<file path="src/rtl/mmc3_irq_counter_if.sv">
// CPU/PPU-side signal bundle for the MMC3 scanline IRQ counter.
// The mapper drives the master side; the counter block is the slave.
interface mmc3_irq_counter_if;
    logic        ce;
    logic        enable;
    logic [15:0] addr;
    logic [7:0]  din;
    logic        mw;
    logic        ppu_a12;
    logic        irq;
    logic [7:0]  counter;

    modport master (
        output ce, enable, addr, din, mw, ppu_a12,
        input  irq, counter
    );

    modport slave (
        input  ce, enable, addr, din, mw, ppu_a12,
        output irq, counter
    );
endinterface

</file>
<file path="src/rtl/mmc3_irq_counter.sv">
// MMC3 scanline IRQ: $C000-$FFFF register decode, filtered PPU A12
// edge counter and a registered level IRQ towards the CPU.
module mmc3_irq_counter #(
    parameter int FILTER_CYCLES = 3,
    parameter bit ALT_IRQ       = 1'b0
) (
    input logic               clk,
    input logic               reset,
    mmc3_irq_counter_if.slave bus
);
    localparam int LW = (FILTER_CYCLES > 0) ? $clog2(FILTER_CYCLES + 1) : 1;
    localparam logic [LW-1:0] FMAX = LW'(FILTER_CYCLES);

    logic [7:0]    latch, latchN;
    logic [7:0]    counter, cntN;
    logic          reload, reloadN;
    logic          irqEn, irqEnN;
    logic          irqPend, pendN;
    logic          a12Q;
    logic [LW-1:0] lowCnt, lowN;
    logic          irqQ;

    logic       wr;
    logic [1:0] sel;
    logic       edgeEvt;
    logic [7:0] stepCnt;

    assign wr      = bus.ce & bus.mw & bus.enable & bus.addr[15] & bus.addr[14];
    assign sel     = {bus.addr[13], bus.addr[0]};
    assign edgeEvt = bus.ppu_a12 & ~a12Q & (lowCnt == FMAX);
    assign stepCnt = (counter == 8'd0 || reload) ? latch : counter - 8'd1;

    always_comb begin
        latchN  = latch;
        cntN    = counter;
        reloadN = reload;
        irqEnN  = irqEn;
        pendN   = irqPend;
        lowN    = lowCnt;

        if (bus.ppu_a12)
            lowN = '0;
        else if (bus.ce && lowCnt != FMAX)
            lowN = lowCnt + 1'b1;

        // A $C001 write on the same clk swallows the edge entirely.
        if (edgeEvt && !(wr && sel == 2'b01)) begin
            cntN    = stepCnt;
            reloadN = 1'b0;
            if (stepCnt == 8'd0 && irqEn &&
                (!ALT_IRQ || counter != 8'd0 || reload))
                pendN = 1'b1;
        end

        if (wr) begin
            case (sel)
                2'b00: latchN = bus.din;
                2'b01: begin
                    cntN    = 8'd0;
                    reloadN = 1'b1;
                end
                2'b10: begin
                    irqEnN = 1'b0;
                    pendN  = 1'b0;
                end
                default: irqEnN = 1'b1;
            endcase
        end
    end

    always_ff @(posedge clk) begin
        if (reset) begin
            latch   <= 8'd0;
            counter <= 8'd0;
            reload  <= 1'b0;
            irqEn   <= 1'b0;
            irqPend <= 1'b0;
            lowCnt  <= '0;
            a12Q    <= 1'b0;
            irqQ    <= 1'b0;
        end else begin
            latch   <= latchN;
            counter <= cntN;
            reload  <= reloadN;
            irqEn   <= irqEnN;
            irqPend <= pendN;
            lowCnt  <= lowN;
            a12Q    <= bus.ppu_a12;
            irqQ    <= pendN & bus.enable;
        end
    end

    assign bus.irq     = irqQ;
    assign bus.counter = counter;
endmodule

</file>
<file path="src/flat_wrapper.sv">
// flat-port wrapper written by rule: the top's interface ports become plain ports
module mmc3_irq_counter_flat 
#(
    parameter int FILTER_CYCLES = 3,
    parameter bit ALT_IRQ       = 1'b0
)
  (clk, reset, bus_ce, bus_enable, bus_addr, bus_din, bus_mw, bus_ppu_a12, bus_irq, bus_counter);
  mmc3_irq_counter_if bus_i ();
  input logic clk;
  input logic reset;
  input wire logic [$bits(bus_i.ce)-1:0] bus_ce;
  input wire logic [$bits(bus_i.enable)-1:0] bus_enable;
  input wire logic [$bits(bus_i.addr)-1:0] bus_addr;
  input wire logic [$bits(bus_i.din)-1:0] bus_din;
  input wire logic [$bits(bus_i.mw)-1:0] bus_mw;
  input wire logic [$bits(bus_i.ppu_a12)-1:0] bus_ppu_a12;
  output wire logic [$bits(bus_i.irq)-1:0] bus_irq;
  output wire logic [$bits(bus_i.counter)-1:0] bus_counter;
  assign bus_i.ce = bus_ce;
  assign bus_i.enable = bus_enable;
  assign bus_i.addr = bus_addr;
  assign bus_i.din = bus_din;
  assign bus_i.mw = bus_mw;
  assign bus_i.ppu_a12 = bus_ppu_a12;
  assign bus_irq = bus_i.irq;
  assign bus_counter = bus_i.counter;
  mmc3_irq_counter #(.FILTER_CYCLES(FILTER_CYCLES), .ALT_IRQ(ALT_IRQ)) u_core (.clk(clk), .reset(reset), .bus(bus_i));
endmodule
</file>
<file path="config.mk">
export PLATFORM = sky130hd
export DESIGN_NAME = mmc3_irq_counter_flat
export DESIGN_NICKNAME = d
export VERILOG_FILES = /design/src/rtl/mmc3_irq_counter_if.sv /design/src/rtl/mmc3_irq_counter.sv /design/src/flat_wrapper.sv
export SDC_FILE = /design/constraint.sdc
export NUM_CORES = 1
export LEC_CHECK = 0
export CELL_PAD_IN_SITES_DETAIL_PLACEMENT = 1
export CELL_PAD_IN_SITES_GLOBAL_PLACEMENT = 1
export CORE_ASPECT_RATIO = 0.6
export CORE_MARGIN = 1
export CORE_UTILIZATION = 35
export CTS_CLUSTER_SIZE = 14
export DETAILED_ROUTE_END_ITERATION = 10
export HOLD_SLACK_MARGIN = 0.05
export PLACE_DENSITY_LB_ADDON = 0.1
export SLEW_MARGIN = 10
export SYNTH_ARGS = -nofsm -noshare
export SYNTH_HDL_FRONTEND = slang
export SYNTH_SLANG_ARGS = --single-unit
</file>
<file path="constraint.sdc">
create_clock -name clk -period 3.45 [get_ports clk]
set_input_delay 0.8625 -clock clk [delete_from_list [all_inputs] [get_ports clk]]
set_output_delay 0.8625 -clock clk [all_outputs]
set_load 0.01 [all_outputs]
</file>
==> results of run 1 <==
==> kinds of logic (layout without fill, tap and decap cells) <==
| family | Yosys count | in the layout | synth area share, % |
|---|---|---|---|
| AND/OR/NAND/NOR | 66 | 66 | 29.4 |
| XOR/XNOR | 4 | 4 | 2.84 |
| multiplexers | 2 | 2 | 1.62 |
| flip-flops | 23 | 23 | 37.3 |
| adder cells (fa/ha/maj) | 3 | 3 | 3.04 |
| buffers and inverters | 10 | 36 | 4.36 |
| AO/OA/AOI/OAI | 43 | 43 | 21.5 |
==> worst register-to-register path, delay by kind of cell, from the launching register on <==
kind / cells / cell delay (ns)
AO/OA/AOI/OAI: 3 / 0.74
adder cells (fa/ha/maj): 1 / 0.25
buffers and inverters: 2 / 0.39
flip-flops: 1 / 0.48
multiplexers: 1 / 0.30
AND/OR/NAND/NOR: 2 / 0.32
==> flip-flops by register name, indices dropped and copies added (netlist names) <==
register            flops
u_core.irqPend          1
u_core.bus.counter      8
u_core.lowCnt           2
u_core.irqEn            1
u_core.latch            8
u_core.bus.irq          1
u_core.a12Q             1
u_core.reload           1
==> power breakdown <==
part / switching [mW] / internal [mW] / total [mW]
clock network: 0.0819 / 0.0823 / 0.164
registers: 0.00182 / 0.267 / 0.269
logic: 0.0171 / 0.0241 / 0.0412
==> cell usage after synthesis (all sizes together), types with 3 or more instances <==
cell type	instances	area (um^2)
xnor2	4	35.0
nor2b	3	18.8
nand3	9	45.0
dfxtp	23	460
nor3	4	20.0
ha	3	37.5
a21oi	18	90.1
clkbuf	3	11.3
inv	3	11.3
nand2	18	67.6
buf	4	31.3
or4	3	23.8
o21ai	14	73.8
nor2	13	51.3
==> per-layer routing <==
metal | part of all wire, % | vias up
met2 | 45 | 38
met4 | 0.11 | 0
met1 | 48 | 594
li1 | - | 607
met3 | 6.3 | 2
met5 | 0 | -
==> how the worst max path moves through the flow <==
stage                                     start        endpoint  slack (ns)  cells after the start
after floorplan           u_core.bus.counter[0]  u_core.bus.irq        1.48                      8
after global placement              bus_addr[0]  u_core.bus.irq        0.76                      7
after detailed placement             bus_enable  u_core.bus.irq        0.72                      7
final                     u_core.bus.counter[0]  u_core.bus.irq        0.92                      9
after CTS                 u_core.bus.counter[0]  u_core.bus.irq        0.91                      9
after global routing      u_core.bus.counter[0]  u_core.bus.irq        0.71                      9
==> final cells by class <==
type / instances / area, um^2 / area share (%)
clock buffers: 4 / 45.0 / 2.86
inverters: 3 / 11.3 / 0.714
multi-input cells: 118 / 721 / 45.7
flip-flops and latches: 23 / 460 / 29.2
well taps: 45 / 56.3 / 3.57
repair buffers: 29 / 283 / 17.9
==> results.ini, run 1 <==
[run_status]
status = complete, no violations

[timing]
worst_pin_slew_ns = 0.602
hold_viol = 0
finClkSkew_ns = 0.00278
setup_viol = 0
fin_ws_ns = 0.922
holdWs_ns = 0.473
period_share_pct = 73.3
slew_headroom_pct = 59.4
period_minus_slack_ns = 2.53
setup_tns_ns = 0
fmax_mhz = 396
drv_slew = 0
rsz0062_at_grt = false

[setup_path]
timing.critical_path.buf_inv = 2
critPathMaxStageDelay_ns = 0.48
cp-end-kind = flip-flop
worstPathCellList = inv_1 > ha_1 > nor4b_2 > a21oi_1 > buf_4 > mux2i_1 > o2111ai_2 > o21ai_2 > and2_1
startpoint_type = flip-flop
reg2reg_from = u_core.bus.counter[0]
cp_slowest_cell = dfxtp_1
rrSetupSlack_ns = 0.92
critPathRequiredTime_ns = 3.66
rr_worst_depth = 9
critPathKind = flip-flop to flip-flop
path_max_fanout = 11
critPathTopFamily = compound AO/OA/AOI/OAI gates
cp.arrival_ns = 2.74
reg2reg_to = u_core.bus.irq

[synthesis]
syn_nets = 184
synth_cell_types = 44
synth_cells = 151
synth-async-reset-ratio_pct = 0
ys_warn_count = 0
avgSynthCellArea_um2 = 8.18
synth.ff_latch_count = 23
netlist_area_um2 = 1230
synth_edf_count = 0
synth-seq-area-share_pct = 37.3
ys.flop_type = dfxtp_1

[clocking]
clkTransAtPathRegs_ns = 0.08
post-cts-setup-buffers = 0
clk_path_buf_depth = 2
hold_buffers = 0
cts_made_buffers = 3
cts_tree = yes
htreeDepth = 1
clock_latency_ns = 0.26
cts-resized-gates = 0
cts-root-buf = clkbuf_8
clock-sinks = 23

[final_layout]
fin_area_um2 = 1580
syn2layout_area_growth_pct = 27.7
n_antenna_cell = 0
final_cells = 222
nets = 211
final_common_cell = clkdlybuf4s50_1
layout-drive-gt1-share_pct = 8.47
fill_cells = 406
final_cell_mix = clkdlybuf4s50_1 (26), dfxtp_1 (23), a21oi_1 (18), nand2_1 (18), o21ai_0 (13)
fin_util_pct = 47.7

[min_path]
hold_depth = 2
worstHoldPathType = flip-flop to flip-flop
min_from = u_core.latch[2]
min_to = u_core.latch[2]

[routing]
drc_errors = 0
drtAntennaViolNets = 0
vias = 1241
finalWirelength_um = 3530
dr.pass1.iters = 4
routedWlPerCell_um = 15.9
viasPerCell = 5.59
drt_iter0_markers = 88

[floorplan]
rows = 16
core-area_um2 = 3300
io_pins = 39
initial_utilization_pct = 37.4
die_area_um2 = 3780
die_y_um = 48.0
die_x_um = 78.7

[global_routing]
antenna_found_initial = 0
grt_use_total_pct = 20.5
met3_usage_pct = 5.33
grt-ovfl-total = 0
grt_pass1_wl_um = 5750
gr-usage-met1_pct = 26.5
busiest_layer = met2
grt_pass1_vias = 1202
grt_max_degree = 15
use_met2_pct = 36.3

[placed_design]
post_dp_cell_area_um2 = 1530
globalplace.congestion = 0.818
dp_hpwl_um = 2740
dpl_worst_slack_ns = 0.723
io_buffers = 26
placed_cells = 218

[power_and_ir_drop]
leakage_nw = 0.548
power_mw = 0.475
powerDensity_nw_per_um2 = 301
vdd_ir_drop_max_uv = 166

[flow_run]
maxCapViolCount = 0

(Power assumes the default switching activity.)
==> run 2: changes to the inputs <==
- CORE_UTILIZATION: 35 -> 29
- clock period: 3.45 -> 2.1 ns (I/O delays scaled with it)
==> results.ini, run 2 (synthesis results as in run 1) <==
[timing]
setup_tns_ns = 0  ; unchanged
hold_viol = 0  ; unchanged
period_minus_slack_ns = 1.98  ; -0.545 ns
rsz0062_at_grt = false
finClkSkew_ns = 0.00556  ; +0.00278 ns
slew_headroom_pct = 73.2  ; +14 points
worst_pin_slew_ns = 0.398  ; -0.204 ns
setup_viol = 0  ; unchanged
fin_ws_ns = 0.116  ; -0.805 ns
fmax_mhz = 504  ; +27%
period_share_pct = 94.5  ; +21 points
drv_slew = 0  ; unchanged

[final_layout]
layout-drive-gt1-share_pct = 16.3  ; +7.8 points
nets = 224  ; +6.2%
fin_area_um2 = 1700  ; +7.5%
final_cell_mix = clkdlybuf4s50_1 (26), dfxtp_1 (21), nand2_1 (18), a21oi_1 (17), buf_4 (16)
n_antenna_cell = 0  ; unchanged
final_common_cell = clkdlybuf4s50_1
reg_top3 = u_core.bus.counter x8, u_core.latch x8, u_core.lowCnt x2
syn2layout_area_growth_pct = 37.3

[placed_design]
dpl_worst_slack_ns = 0.0300  ; -0.693 ns
dp_hpwl_um = 2890  ; +5.5%
globalplace.congestion = 0.873  ; +6.7%
io_buffers = 26  ; unchanged
post_dp_cell_area_um2 = 1640  ; +7.4%

[routing]
drtAntennaViolNets = 0  ; unchanged
vias = 1255  ; +1.1%
finalWirelength_um = 3690  ; +4.6%
drc_errors = 0  ; unchanged
viasPerCell = 5.08  ; -9.1%
drt_iter0_markers = 48  ; -45%
dr.pass1.iters = 4  ; unchanged
routedWlPerCell_um = 14.9  ; -6.0%

[global_routing]
grt_pass1_wl_um = 6100  ; +6.1%
grt_max_degree = 13  ; -2
grt-ovfl-total = 0  ; unchanged
grt_pass1_vias = 1287  ; +7.1%
antenna_found_initial = 0  ; unchanged
grt_use_total_pct = 18.0  ; -2.5 points

[clocking]
clkTransAtPathRegs_ns = 0.09  ; about the same
cts-resized-gates = 0  ; unchanged
htreeDepth = 1  ; unchanged
hold_buffers = 0  ; unchanged
clock-sinks = 23  ; unchanged
cts-root-buf = clkbuf_8
clk_path_buf_depth = 2  ; unchanged
cts_tree = yes
post-cts-setup-buffers = 0  ; unchanged
cts_made_buffers = 3  ; unchanged
clock_latency_ns = 0.27  ; about the same

[power_and_ir_drop]
vdd_ir_drop_max_uv = 220  ; +32%
leakage_nw = 0.616  ; +13%
powerDensity_nw_per_um2 = 471  ; +56%
power_mw = 0.798  ; +68%

[floorplan]
initial_utilization_pct = 31.9  ; -5.5 points
rows = 17  ; +1
die_x_um = 86.2  ; +9.6%
core-area_um2 = 3870  ; +17%
die_area_um2 = 4530  ; +20%
io_pins = 39  ; unchanged
die_y_um = 52.5  ; +9.4%

[flow_run]
maxCapViolCount = 0  ; unchanged

[min_path]
min_from = u_core.irqPend
worstHoldPathType = flip-flop to flip-flop

[setup_path]
critPathRequiredTime_ns = 2.27  ; -1.39 ns
startpoint = u_core.bus.counter[0]
cp.arrival_ns = 2.15  ; -0.59 ns
path_max_fanout = 5  ; -6
startpoint_type = flip-flop
critPathKind = flip-flop to flip-flop
cp-end-kind = flip-flop
reg2reg_from = u_core.bus.counter[0]

[run_status]
status = complete, no violations

## run 2: per-stage QoR
stage                     utilization, %  instances  hold slack (ns)
after floorplan                        -        151            0.414
after global placement              42.5        243            0.439
after detailed placement            42.5        243            0.450
after CTS                           43.6        247            0.473
after global routing                43.8        247            0.487
final                               43.8        247            0.465
## run 2: metal layers
metal  share of wire (%)  vias up  global-route usage, %
met5                   0        -                      0
met4                0.76        0                   4.44
met3                 3.8        6                   4.09
met2                  43       35                   29.8
met1                  52      592                   24.0
li1                    -      622                      -
## run 2: area by class of cell
cell class,instances,area (um^2)
clock buffers,4,45.0
fillers,490,2180
inverters,3,11.3
multi-input cells,118,724
flip-flops and latches,23,463
well taps,57,71.3
repair buffers,42,380
## run 2: report_power, final
part           internal [mW]  switching, mW  leakage [nW]
registers              0.439        0.00267         0.187
clock network          0.136          0.148        0.0228
logic                 0.0441         0.0287         0.407
total                  0.619          0.179         0.616
## run 2: critical path, stage by stage, from the launching register on
cell	delay, ns
dfxtp_2	0.36
buf_4	0.15
or3_1	0.36
or4_1	0.41
and3_4	0.19
o2111ai_2	0.17
o21ai_2	0.08
and2_1	0.16
## run 2: final timing paths
path                    end  slack (ns)  cells past startpoint
min reg2reg  u_core.irqPend        0.46                      2
min          u_core.irqPend        0.46                      2
max reg2reg  u_core.bus.irq        0.12                      7
max          u_core.bus.irq        0.12                      7
==> run 3: changes to the inputs <==
- ABC_AREA: not set -> 1
- CORE_UTILIZATION: 29 -> 28
==> results.ini, run 3 <==
[setup_path]
cp.arrival_ns = 1.38  ; -0.77 ns
critPathTopFamily = buffers and inverters
cp.depth = 1  ; -6
reg2reg_from = u_core.bus.counter[0]
startpoint_type = flip-flop
critPathRequiredTime_ns = 1.57  ; -0.70 ns
path_max_fanout = 6  ; +1
cp-end-kind = output pin
cp_slowest_cell = clkdlybuf4s50_1
rr_worst_depth = 14  ; +7
critPathMaxStageDelay_ns = 0.60  ; +0.19 ns
timing.critical_path.buf_inv = 1  ; unchanged
reg2reg_to = u_core.bus.irq
critPathKind = flip-flop to output pin
worstPathCellList = clkdlybuf4s50_1
rrSetupSlack_ns = 0.21  ; +0.09 ns

[clocking]
clk_path_buf_depth = 2  ; unchanged
htreeDepth = 1  ; unchanged
cts_made_buffers = 3  ; unchanged
cts-resized-gates = 0  ; unchanged
clkTransAtPathRegs_ns = 0.08  ; about the same
cts-root-buf = clkbuf_8
post-cts-setup-buffers = 0  ; unchanged
cts_tree = yes
clock_latency_ns = 0.27  ; about the same
hold_buffers = 0  ; unchanged
clock-sinks = 23  ; unchanged

[global_routing]
grt_pass1_vias = 1282  ; -0.39%
grt-ovfl-total = 0  ; unchanged
antenna_found_initial = 0  ; unchanged
grt_use_total_pct = 17.2  ; -0.78 points
grt_max_degree = 13  ; unchanged
grt_pass1_wl_um = 6040  ; -1.0%

[synthesis]
avgSynthCellArea_um2 = 6.56  ; -20%
synth_top_cell_by_area = dfxtp_1
syn_nets = 229  ; +24%
synth-async-reset-ratio_pct = 0  ; unchanged
yosysMostFrequentCell = nand2_1
synth.ff_latch_count = 23  ; unchanged
synth_cells = 196  ; +30%
synthTopCellsByCount = nand2_1 (48), inv_1 (34), dfxtp_1 (23)
netlist_area_um2 = 1290  ; +4.2%
ys_warn_count = 0  ; unchanged
synth-seq-area-share_pct = 35.8  ; -1.5 points
ys.flop_type = dfxtp_1
synth_cell_types = 22  ; -50%
yosysTopAreaCellShare_pct = 35.8  ; -1.5 points
synth_edf_count = 0  ; unchanged
synth_area_leaders = dfxtp_1 (36%), nand2_1 (14%), inv_1 (9.9%)

[final_layout]
n_antenna_cell = 0  ; unchanged
nets = 261  ; +17%
layout-drive-gt1-share_pct = 11.5  ; -4.9 points
fin_util_pct = 39.6  ; -4.2 points
final_common_cell = nand2_1
final_cell_mix = nand2_1 (48), inv_1 (34), clkdlybuf4s50_1 (26), dfxtp_1 (23), nand3_1 (16)
reg_top3 = u_core.bus.counter x8, u_core.latch x8, u_core.lowCnt x2
syn2layout_area_growth_pct = 30.9

[min_path]
hold_depth = 2  ; unchanged
min_from = u_core.latch[0]
min_to = u_core.latch[0]
worstHoldPathType = flip-flop to flip-flop

[timing]
fin_ws_ns = 0.198  ; +0.0816 ns
worst_pin_slew_ns = 0.416  ; +0.0177 ns
period_minus_slack_ns = 1.90  ; -0.0816 ns
rsz0062_at_grt = false
period_share_pct = 90.6  ; -3.9 points
setup_tns_ns = 0  ; unchanged
slew_headroom_pct = 72.2  ; -1.0 points
setup_viol = 0  ; unchanged
hold_viol = 0  ; unchanged
finClkSkew_ns = 0.00299  ; -0.00257 ns
holdWs_ns = 0.468  ; +0.00314 ns
fmax_mhz = 526  ; +4.3%
drv_slew = 0  ; unchanged

[routing]
vias = 1306  ; +4.1%
drtAntennaViolNets = 0  ; unchanged
drc_errors = 0  ; unchanged
drt_iter0_markers = 37  ; -23%
dr.pass1.iters = 4  ; unchanged
routedWlPerCell_um = 12.4  ; -17%
finalWirelength_um = 3570  ; -3.4%
viasPerCell = 4.55  ; -10%

[flow_run]
maxCapViolCount = 0  ; unchanged

[floorplan]
initial_utilization_pct = 30.2  ; -1.7 points
die_area_um2 = 4880  ; +7.6%
rows = 18  ; +1
io_pins = 39  ; unchanged
die_x_um = 89.5  ; +3.8%
core-area_um2 = 4260  ; +10%
die_y_um = 54.5  ; +3.7%

[placed_design]
dpl_worst_slack_ns = -0.0258  ; -0.0559 ns
globalplace.congestion = 0.795  ; -8.9%
dp_hpwl_um = 3000  ; +3.7%
io_buffers = 26  ; unchanged

[power_and_ir_drop]
leakage_nw = 0.814  ; +32%
powerDensity_nw_per_um2 = 487  ; +3.3%
vdd_ir_drop_max_uv = 182  ; -17%

[run_status]
status = complete, no violations

[run 3: cell types whose count changed after synthesis, moves of 3 or more]
| cell | delta |
|---|---|
| nor2b_1 | -3 |
| nor3_1 | -3 |
| nand2_2 | +6 |
| nor2_2 | +4 |
| o21ai_0 | -3 |
| nand3_1 | +7 |
| inv_2 | +3 |
| nand2_1 | +30 |
| inv_1 | +31 |
| a21oi_1 | -5 |
| xnor2_1 | -3 |
| o211ai_1 | +5 |
| nor2_1 | +3 |
[run 3: layout make-up]
| class | instances | area (um^2) |
|---|---|---|
| clock buffer | 4 | 45.0 |
| fill | 544 | 2570 |
| inverter | 37 | 139 |
| multi-input combinational | 133 | 674 |
| sequential | 23 | 460 |
| tap | 60 | 75.1 |
| timing repair buffer | 30 | 290 |
[run 3: how the worst max path moves through the flow]
stage,startpoint,to
CTS,u_core.bus.counter[0],u_core.bus.irq
global route,u_core.bus.counter[0],u_core.bus.irq
global placement,bus_ce,u_core.bus.counter[3]
detailed placement,bus_ce,u_core.latch[0]
floorplan,u_core.bus.counter[0],u_core.bus.irq
finish,u_core.bus.counter[2],bus_counter[2]
[run 3: layer usage]
| layer | part of all wire (%) | GRT usage (%) |
|---|---|---|
| met1 | 52 | 23.4 |
| met2 | 43 | 27.2 |
| met3 | 4.4 | 4.52 |
| met4 | 0.98 | 4.76 |
| met5 | 0 | 0 |
[run 3: kinds of logic (layout without fill, tap and decap cells)]
family	Yosys count	count (layout)	share of synthesized area [%]
AO/OA/AOI/OAI	31	31	13.2
XOR/XNOR	1	1	0.681
adder cells (fa/ha/maj)	3	3	2.92
buffers and inverters	40	71	11.8
flip-flops	23	23	35.8
AND/OR/NAND/NOR	98	98	35.6
[run 3: metrics by stage]
stage | instance area, um^2 | cells | power (mW)
detailed placement | 1640 | 283 | 0.551
CTS | 1680 | 287 | 0.836
finish | 1680 | 287 | 0.819
global placement | 1640 | 283 | 0.548
global route | 1680 | 287 | 0.869
floorplan | 1290 | 196 | 0.498
[run 3: report_power, final]
group	leakage (nW)	switching (mW)	total (mW)	internal, mW
clock network	0.0228	0.144	0.279	0.136
registers	0.186	0.00298	0.443	0.440
logic	0.606	0.0481	0.0965	0.0484
